## src/rtl/axis_pkt_arbiter.sv

```systemverilog
// axis_pkt_arbiter
// Packet-level round-robin arbiter for a 5-way AXI-Stream mux.
// Sits between the mux output and the downstream sink. Only the granted source
// can handshake. The grant is held until the tlast beat completes, or until a
// stall timeout aborts it.
//
// Ports:
//   clk, rst           clock, synchronous active-high reset
//   tvalid_m1..s3      raw tvalid of each source (requests)
//   mux_tvalid/tlast   tvalid/tlast at the mux output (selected source)
//   mux_tready         tready into the mux (gated sink_tready)
//   sink_tvalid        gated tvalid to the sink
//   sink_tready        sink tready
//   sel                mux select: 1=m1 2=m2 3=s1 4=s2 5=s3, 0=no grant
//   busy               grant held (XFER state); this is also the FSM state view
//   timeout_err        one-cycle pulse when a grant is aborted
//   timeout_sel        sel of the most recently aborted source
//
// Handshake: a beat transfers on a cycle where sink_tvalid and sink_tready are
// both high. tvalid/tready are only gated here; the payload is never held, and
// a source must keep tvalid and its data stable until the beat transfers.
module axis_pkt_arbiter #(
  parameter int TIMEOUT_CYCLES = 256,
  parameter int CNT_W          = 16
) (
  input  logic       clk,
  input  logic       rst,
  input  logic       tvalid_m1,
  input  logic       tvalid_m2,
  input  logic       tvalid_s1,
  input  logic       tvalid_s2,
  input  logic       tvalid_s3,
  input  logic       mux_tvalid,
  input  logic       mux_tlast,
  output logic       mux_tready,
  output logic       sink_tvalid,
  input  logic       sink_tready,
  output logic [2:0] sel,
  output logic       busy,
  output logic       timeout_err,
  output logic [2:0] timeout_sel
);

  typedef enum logic {IDLE, XFER} state_t;

  state_t           state;
  logic [2:0]       last_q;   // sel of the last winner (1..5)
  logic [CNT_W-1:0] cnt;      // consecutive no-handshake cycles in XFER
  logic [4:0]       req;
  logic [2:0]       winner;
  logic [3:0]       cand;
  logic             hs;
  logic             timeout_hit;

  assign req = {tvalid_s3, tvalid_s2, tvalid_s1, tvalid_m2, tvalid_m1};

  // Gating uses only registered busy so the sink path is a single AND gate.
  assign sink_tvalid = mux_tvalid & busy;
  assign mux_tready  = sink_tready & busy;
  assign hs          = sink_tvalid & sink_tready;

  // Abort on the TIMEOUT_CYCLES-th consecutive stalled cycle. A handshake on
  // that same cycle takes priority because hs is tested first in the FSM.
  assign timeout_hit = (TIMEOUT_CYCLES != 0) &&
                       (cnt == CNT_W'(TIMEOUT_CYCLES - 1));

  // Round-robin pick: walk candidates last+5 down to last+1 (wrapped to 1..5)
  // so the nearest requester after the pointer is written last and wins.
  always_comb begin
    winner = 3'd0;
    cand   = 4'd0;
    for (int i = 5; i >= 1; i--) begin
      cand = {1'b0, last_q} + 4'(i);
      if (cand > 4'd5) cand = cand - 4'd5;
      if (req[3'(cand - 4'd1)]) winner = cand[2:0];
    end
  end

  always_ff @(posedge clk) begin
    if (rst) begin
      state       <= IDLE;
      sel         <= 3'd0;
      busy        <= 1'b0;
      timeout_err <= 1'b0;
      timeout_sel <= 3'd0;
      last_q      <= 3'd5;
      cnt         <= '0;
    end else begin
      timeout_err <= 1'b0;
      case (state)
        IDLE: begin
          if (winner != 3'd0) begin
            state <= XFER;
            sel   <= winner;
            busy  <= 1'b1;
            cnt   <= '0;
          end
        end
        XFER: begin
          if (hs) begin
            cnt <= '0;
            if (mux_tlast) begin
              state  <= IDLE;
              sel    <= 3'd0;
              busy   <= 1'b0;
              last_q <= sel;
            end
          end else if (timeout_hit) begin
            // The stuck source becomes the pointer so it loses priority.
            state       <= IDLE;
            sel         <= 3'd0;
            busy        <= 1'b0;
            last_q      <= sel;
            timeout_err <= 1'b1;
            timeout_sel <= sel;
            cnt         <= '0;
          end else if (cnt != '1) begin
            cnt <= cnt + 1'b1;   // saturate, never wrap
          end
        end
        default: state <= IDLE;
      endcase
    end
  end

endmodule

```

## config.mk

```make
export PLATFORM = sky130hd
export DESIGN_NAME = axis_pkt_arbiter
export DESIGN_NICKNAME = d
export VERILOG_FILES = /design/src/rtl/axis_pkt_arbiter.sv
export SDC_FILE = /design/constraint.sdc
export NUM_CORES = 1
export LEC_CHECK = 0
export BUFFER_PORTS_ARGS = -buffer_cell sky130_fd_sc_hd__buf_2
export CAP_MARGIN = 30
export CORE_MARGIN = 5
export CORE_UTILIZATION = 50
export CTS_BUF_LIST = sky130_fd_sc_hd__clkbuf_8
export CTS_CLUSTER_SIZE = 28
export DETAILED_ROUTE_END_ITERATION = 12
export PLACE_DENSITY = 0.68
export SYNTH_ARGS = -nofsm -noshare
export SYNTH_HDL_FRONTEND = slang
export SYNTH_SLANG_ARGS = --single-unit
export TNS_END_PERCENT = 100
```

## constraint.sdc

```tcl
create_clock -name clk -period 12.6 [get_ports clk]
set_input_delay 0.63 -clock clk [delete_from_list [all_inputs] [get_ports clk]]
set_output_delay 0.63 -clock clk [all_outputs]
set_load 0.02 [all_outputs]
```

# == Word-level counts from Yosys, hierarchy flattened ==
# Index checks and enable logic that the tools add are counted.
# classes
muxes,44
add_sub_neg,16
bitwise_logic,5
eq_ne,7
magnitude_cmp,10
n_reduce_logical,7
# ops
cell,count
16-bit two-way mux,4
3-bit two-way mux,17
16-bit one-hot mux with 2 select lines,1
4-bit by 3-bit greater-than comparator with 1-bit output (second input constant),5
3-bit by 4-bit < comparator with 1-bit output (second input constant),5
16-bit by 1-bit adder with 16-bit output (second input constant),1
16-bit by 8-bit equality test with 1-bit output (second input constant),1
16-bit != test (second input constant),1
1-bit binary-select mux with 3-bit select,5
3-bit by 1-bit subtractor with 3-bit output (second input constant),5
3-bit subtractor (second input constant),5
1-bit two-way mux,14
3-bit AND reduction,3
3-bit by 2-bit adder with 4-bit output (second input constant),2
3-bit by 3-bit adder with 4-bit output (second input constant),2
3-bit one-hot mux with 2 select lines,1
3-bit by 1-bit adder with 4-bit output (second input constant),1
2-bit != test (second input constant),2
4-bit by 1-bit != test with 1-bit output (second input constant),1
1-bit one-hot mux with 2 select lines,2
1-bit bitwise AND,3
3-bit by 1-bit != test with 1-bit output (second input constant),1
3-bit != test (second input constant),1
3-bit nonzero test,1
4 further kinds,5
# word_totals
regBits,28
elab_cells,96
input_bits,10
output_inout_bits,10

# == Logic depth before layout (Yosys ltp) ==
# logic_depth
word_depth,14
depth_mapped,18
mapped_depth_nobuf,17

# == Worst setup path after synthesis ==
# Ideal clock, no wire load.
# synth_timing
kind,register to register
startpoint,register last_q[0]
endpoint,register cnt[10]
stages_incl_launch_ff,16
arrival_time_ns,4.099
path_slack_ns,8.413
required_ns,12.512
n_path_buf,1
setup_time_ns,0.088
synth_period_minus_slack_ns,4.187
path_cell_list,dfxtp_1 inv_1 ha_1 ha_1 nor3b_1 or3_1 o21ai_0 ha_1 inv_1 mux4_2 mux2i_1 o311ai_0 a211oi_4 o211ai_4 buf_6 a311oi_2
# synth_between
elab_chain_len,14
word_cells_on_any_way,43
cone_classes,15 x add/sub; 5 x order compare; 1 x eq/ne; 20 x mux; 2 x reduce/logical
# synth_rtl
element,line,text
from (decl),47,logic [2:0] last_q;
from (signal assigned),106,last_q <= sel;
from (signal assigned),113,last_q <= sel;
3-bit by 3-bit adder with 4-bit output,73,"cand = {1'b0, last_q} + 4'(i);"
4-bit by 3-bit greater-than comparator with 1-bit output / 3-bit subtractor (equally long branches),74,if (cand > 4'd5) cand = cand - 4'd5;
3-bit two-way mux,74,
3-bit by 1-bit subtractor with 3-bit output,75,if (req[3'(cand - 4'd1)]) winner = cand[2:0];
1-bit binary-select mux with 3-bit select,75,
1-bit two-way mux (implied by the code),75,
3-bit two-way mux (4 in a row),75,
3-bit two-way mux (*),75,
3-bit nonzero test (*),92,if (winner != 3'd0) begin
2-bit != test (no line) (*),n/a,
2-bit AND reduction (no line) (*),n/a,
to (signal assigned),118,cnt <= cnt + 1'b1;
to (decl),48,logic [CNT_W-1:0] cnt;
# Every way passes the cells marked *; elsewhere a longest branch is shown, timed or not. The select of a mux whose other input is x is not followed.
# A chain may end at the register's enable or synchronous reset.

# == Final worst setup path ==
# layout_timing
startpoint,register last_q[0]
endpoint,register sel[2]
# layout_between
elab_chain_len,14
word_cells_on_any_way,45
cone_classes,15 x add/sub; 5 x order compare; 1 x eq/ne; 22 x mux; 2 x reduce/logical
# layout_rtl
element,line,text
3-bit by 3-bit adder with 4-bit output,73,
4-bit by 3-bit greater-than comparator with 1-bit output / 3-bit subtractor (equally long branches),74,
3-bit two-way mux,74,
3-bit by 1-bit subtractor with 3-bit output,75,
1-bit binary-select mux with 3-bit select,75,
1-bit two-way mux (implied by the code),75,
3-bit two-way mux (4 in a row),75,
3-bit two-way mux (*),75,
3-bit nonzero test,92,
2-bit != test (no line),n/a,
3-bit AND reduction (no line),n/a,
to (signal assigned),94,sel <= winner;
to (decl),38,"output logic [2:0] sel,"
# Marked as above.

==> impl_results.md <==
* Worst path required time at 12.82 ns
* Type of the worst min-delay path: flip-flop to flip-flop
* Max H-tree Level at 1
* First-pass GRT wire length at 10,500 um
* # nets final at 362
* Initial Util at 51.1%
* Post-synthesis simple-gate area fraction at 23.7%
* Die Area at 6690 um^2
* #FFs+latches synth at 28
* Syn Inst Count at 321
* Yosys top cell area share at 21.8%
* # IOs at 20
* CP Data Arrival Time at 5.37 ns
* RSZ-0062 raised after global routing: no
* Pins over their slew limit at 0
* Synthesis-to-finish area growth at 7.53%
* Post-Synth XOR/XNOR Area at 3.40%
* Gr usage total at 19.4%
* Fin crit share at 40.9%
* Clock-pin slew on the worst setup and hold paths at 0.09 ns
* Post-synth ARST share at 0%
* HPWL after detailed placement at 4700 um
* Share of cells above drive strength 1 at 14.7%
* Final Wtd Congestion at 0.875
* Startpoint types: flip-flop
* Number of gates resized after CTS at 0
* Clk_skew at 0.00460 ns
* Vias in the first global route at 2,224
* Total congestion overflow at 0
* Largest family of logic cells by synthesized area: compound AO/OA/AOI/OAI gates
* Filler cell count at 490
* Die height at 81.8 um
* CTS Root Buffer Type: clkbuf_8
* Critical path cell sequence: inv_1, ha_1, ha_1, nor3b_1, or3_1, o21ai_0, ha_1, inv_1, mux4_2, mux2i_1, o311ai_0, a211oi_4, o211ai_4, a21boi_0, o21a_1
* Post-Syn Nets at 348
* Initial drt markers at 72
* Mapped cell area at 2570 um^2
* Netlist cell types at 61
* Via density per instance at 5.89
* CP top delay family: compound AO/OA/AOI/OAI gates
* Post-synth EDFFs at 0
* Routed WL at 6080 um
* IO Port Bufs at 19
* Worst-skew pair later-pin latency at 0.27 ns
* Initial antenna violation count at 0
* Synth area leader: dfxtp_1
* CTS tree: built
* ANT nets after route at 0
* Clk sinks at 28
* CP peak stage delay at 0.70 ns
* Antenna diodes at 0
* Mux contribution to synthesized area at 9.43%
* Largest net degree at the start of global routing at 20
* Critical Path End Type: flip-flop
* Site Rows at 26
* Compound-Gate Fraction of Synth Area at 29.3%
* Synth warnings at 0
* Outcome: complete, no violations
* Post-Synth Adder-Cell Area at 8.26%
* Dominant cells by area after synthesis: dfxtp_1, ha_1, nand2_1
* Crit path time final at 5.16 ns
* Fmax at 0.194 GHz
* Worst path slowest cell: dfxtp_1
* Total of max-cap violations at 0
* Predominant post-synthesis flop cell: dfxtp_1
* Footprint of the multi-input gates at 1910 um^2
* Drt drc at 0
* Post-CTS setup buffers at 0
* Core ar. at 5040 um^2
* FF/Latch Area at 561 um^2
* # hold bufs at CTS at 0
* Wire length per cell at 15.1 um
* Setup violations, final at 0
* CP Class: flip-flop to flip-flop
* Relative slew margins at 44.9%
* 1st-pass router iterations at 4
* Total negative slack at 0 ns
* Total number of vias at 2,378
* CTS Buf Count at 3
* Maximum clock path buffer count at 2
* Syn Area/Cell at 8.02 um^2
* Die X at 81.8 um
* Worst Tran Pin Value at 0.816 ns
* Sequential area share after synthesis at 21.8%
* Final Hold Vio Count at 0
* Cell mode on critical path: ha_1
* CP Max Fanout at 19
* Worst Path Buf+Inv at 2
[stage by stage]
stage / cells / cell area, um^2 / util [%] / setup WS (ns) / hold slack, ns
detailed placement: 400 / 2710 / 53.8 / 7.48 / 0.485
CTS: 404 / 2770 / 54.9 / 7.42 / 0.510
floorplan: 321 / 2570 / - / 8.41 / 0.465
global route: 404 / 2770 / 54.9 / 6.97 / 0.532
finish: 404 / 2770 / 54.9 / 7.44 / 0.503
global placement: 400 / 2710 / 53.8 / 7.65 / 0.473
[worst reg2reg max path, stage by stage (launching register included)]
cell,delay [ns]
dfxtp_1,0.70
inv_1,0.32
ha_1,0.29
ha_1,0.34
nor3b_1,0.17
or3_1,0.32
o21ai_0,0.43
ha_1,0.33
inv_1,0.08
mux4_2,0.54
mux2i_1,0.22
o311ai_0,0.31
a211oi_4,0.33
o211ai_4,0.26
a21boi_0,0.31
o21a_1,0.15
[Yosys cell counts (4+ instances only)]
library cell	number
nor2_1	32
a311oi_1	5
nand3_1	13
a311oi_2	6
xnor2_1	6
xor2_1	4
mux2i_1	12
nor3_1	6
o21a_1	10
nand2_1	38
and2_1	4
nand2b_1	4
clkbuf_1	7
a31oi_1	7
inv_1	15
ha_1	17
o22ai_1	4
dfxtp_1	28
and3_1	9
a21oi_1	14
o21ai_0	12
[state kept, by name, indices dropped and copies added (netlist names)]
| register | count |
|---|---|
| busy | 1 |
| cnt | 16 |
| last_q | 3 |
| sel | 3 |
| state | 1 |
| timeout_err | 1 |
| timeout_sel | 3 |
[kinds of logic after synthesis]
group                    count (synthesis)
adder cells (fa/ha/maj)                 17
flip-flops                              28
AND/OR/NAND/NOR                        127
multiplexers                            19
buffers and inverters                   26
AO/OA/AOI/OAI                           94
XOR/XNOR                                10
[placed cells by master (no fill, tap or decap), drive strengths merged, types with 4 or more instances in the layout]
cell	instances
nor2	32
xor2	4
nor3	6
nand2b	4
dfxtp	28
o21ai	12
o21a	10
buf	20
nand2	38
a21oi	14
xnor2	6
ha	17
and2	4
inv	15
o22ai	4
a31oi	8
nand3	13
and3	9
mux2i	13
a311oi	11
clkbuf	4
o211ai	4
[per-layer routing]
layer  vias up  GRT usage (%)  wire length (um)
met2        30           35.5              3150
li1       1228              -                 -
met3         6           2.08               123
met1      1114           24.2              2740
met4         0           4.49                67
met5         -              0                 0
[area by class of cell]
| type | instances | area share, % |
|---|---|---|
| Sequential cell | 28 | 20.2 |
| Inverter | 15 | 2.03 |
| Multi-Input combinational cell | 267 | 68.9 |
| Tap cell | 70 | 3.16 |
| Clock buffer | 4 | 1.99 |
| Timing Repair Buffer | 20 | 3.71 |
[worst paths after layout]
kind | from | depth (start not counted) | endpoint | slack, ns
setup / recovery | last_q[0] | 15 | sel[2] | 7.44
hold / removal | timeout_sel[1] | 2 | timeout_sel[1] | 0.50
setup reg to reg | last_q[0] | 15 | sel[2] | 7.44
hold reg to reg | timeout_sel[1] | 2 | timeout_sel[1] | 0.50
Power is left out: the tool's default activity adds up to more than one toggle a clock period on the data nets, which glitch-free logic cannot reach.
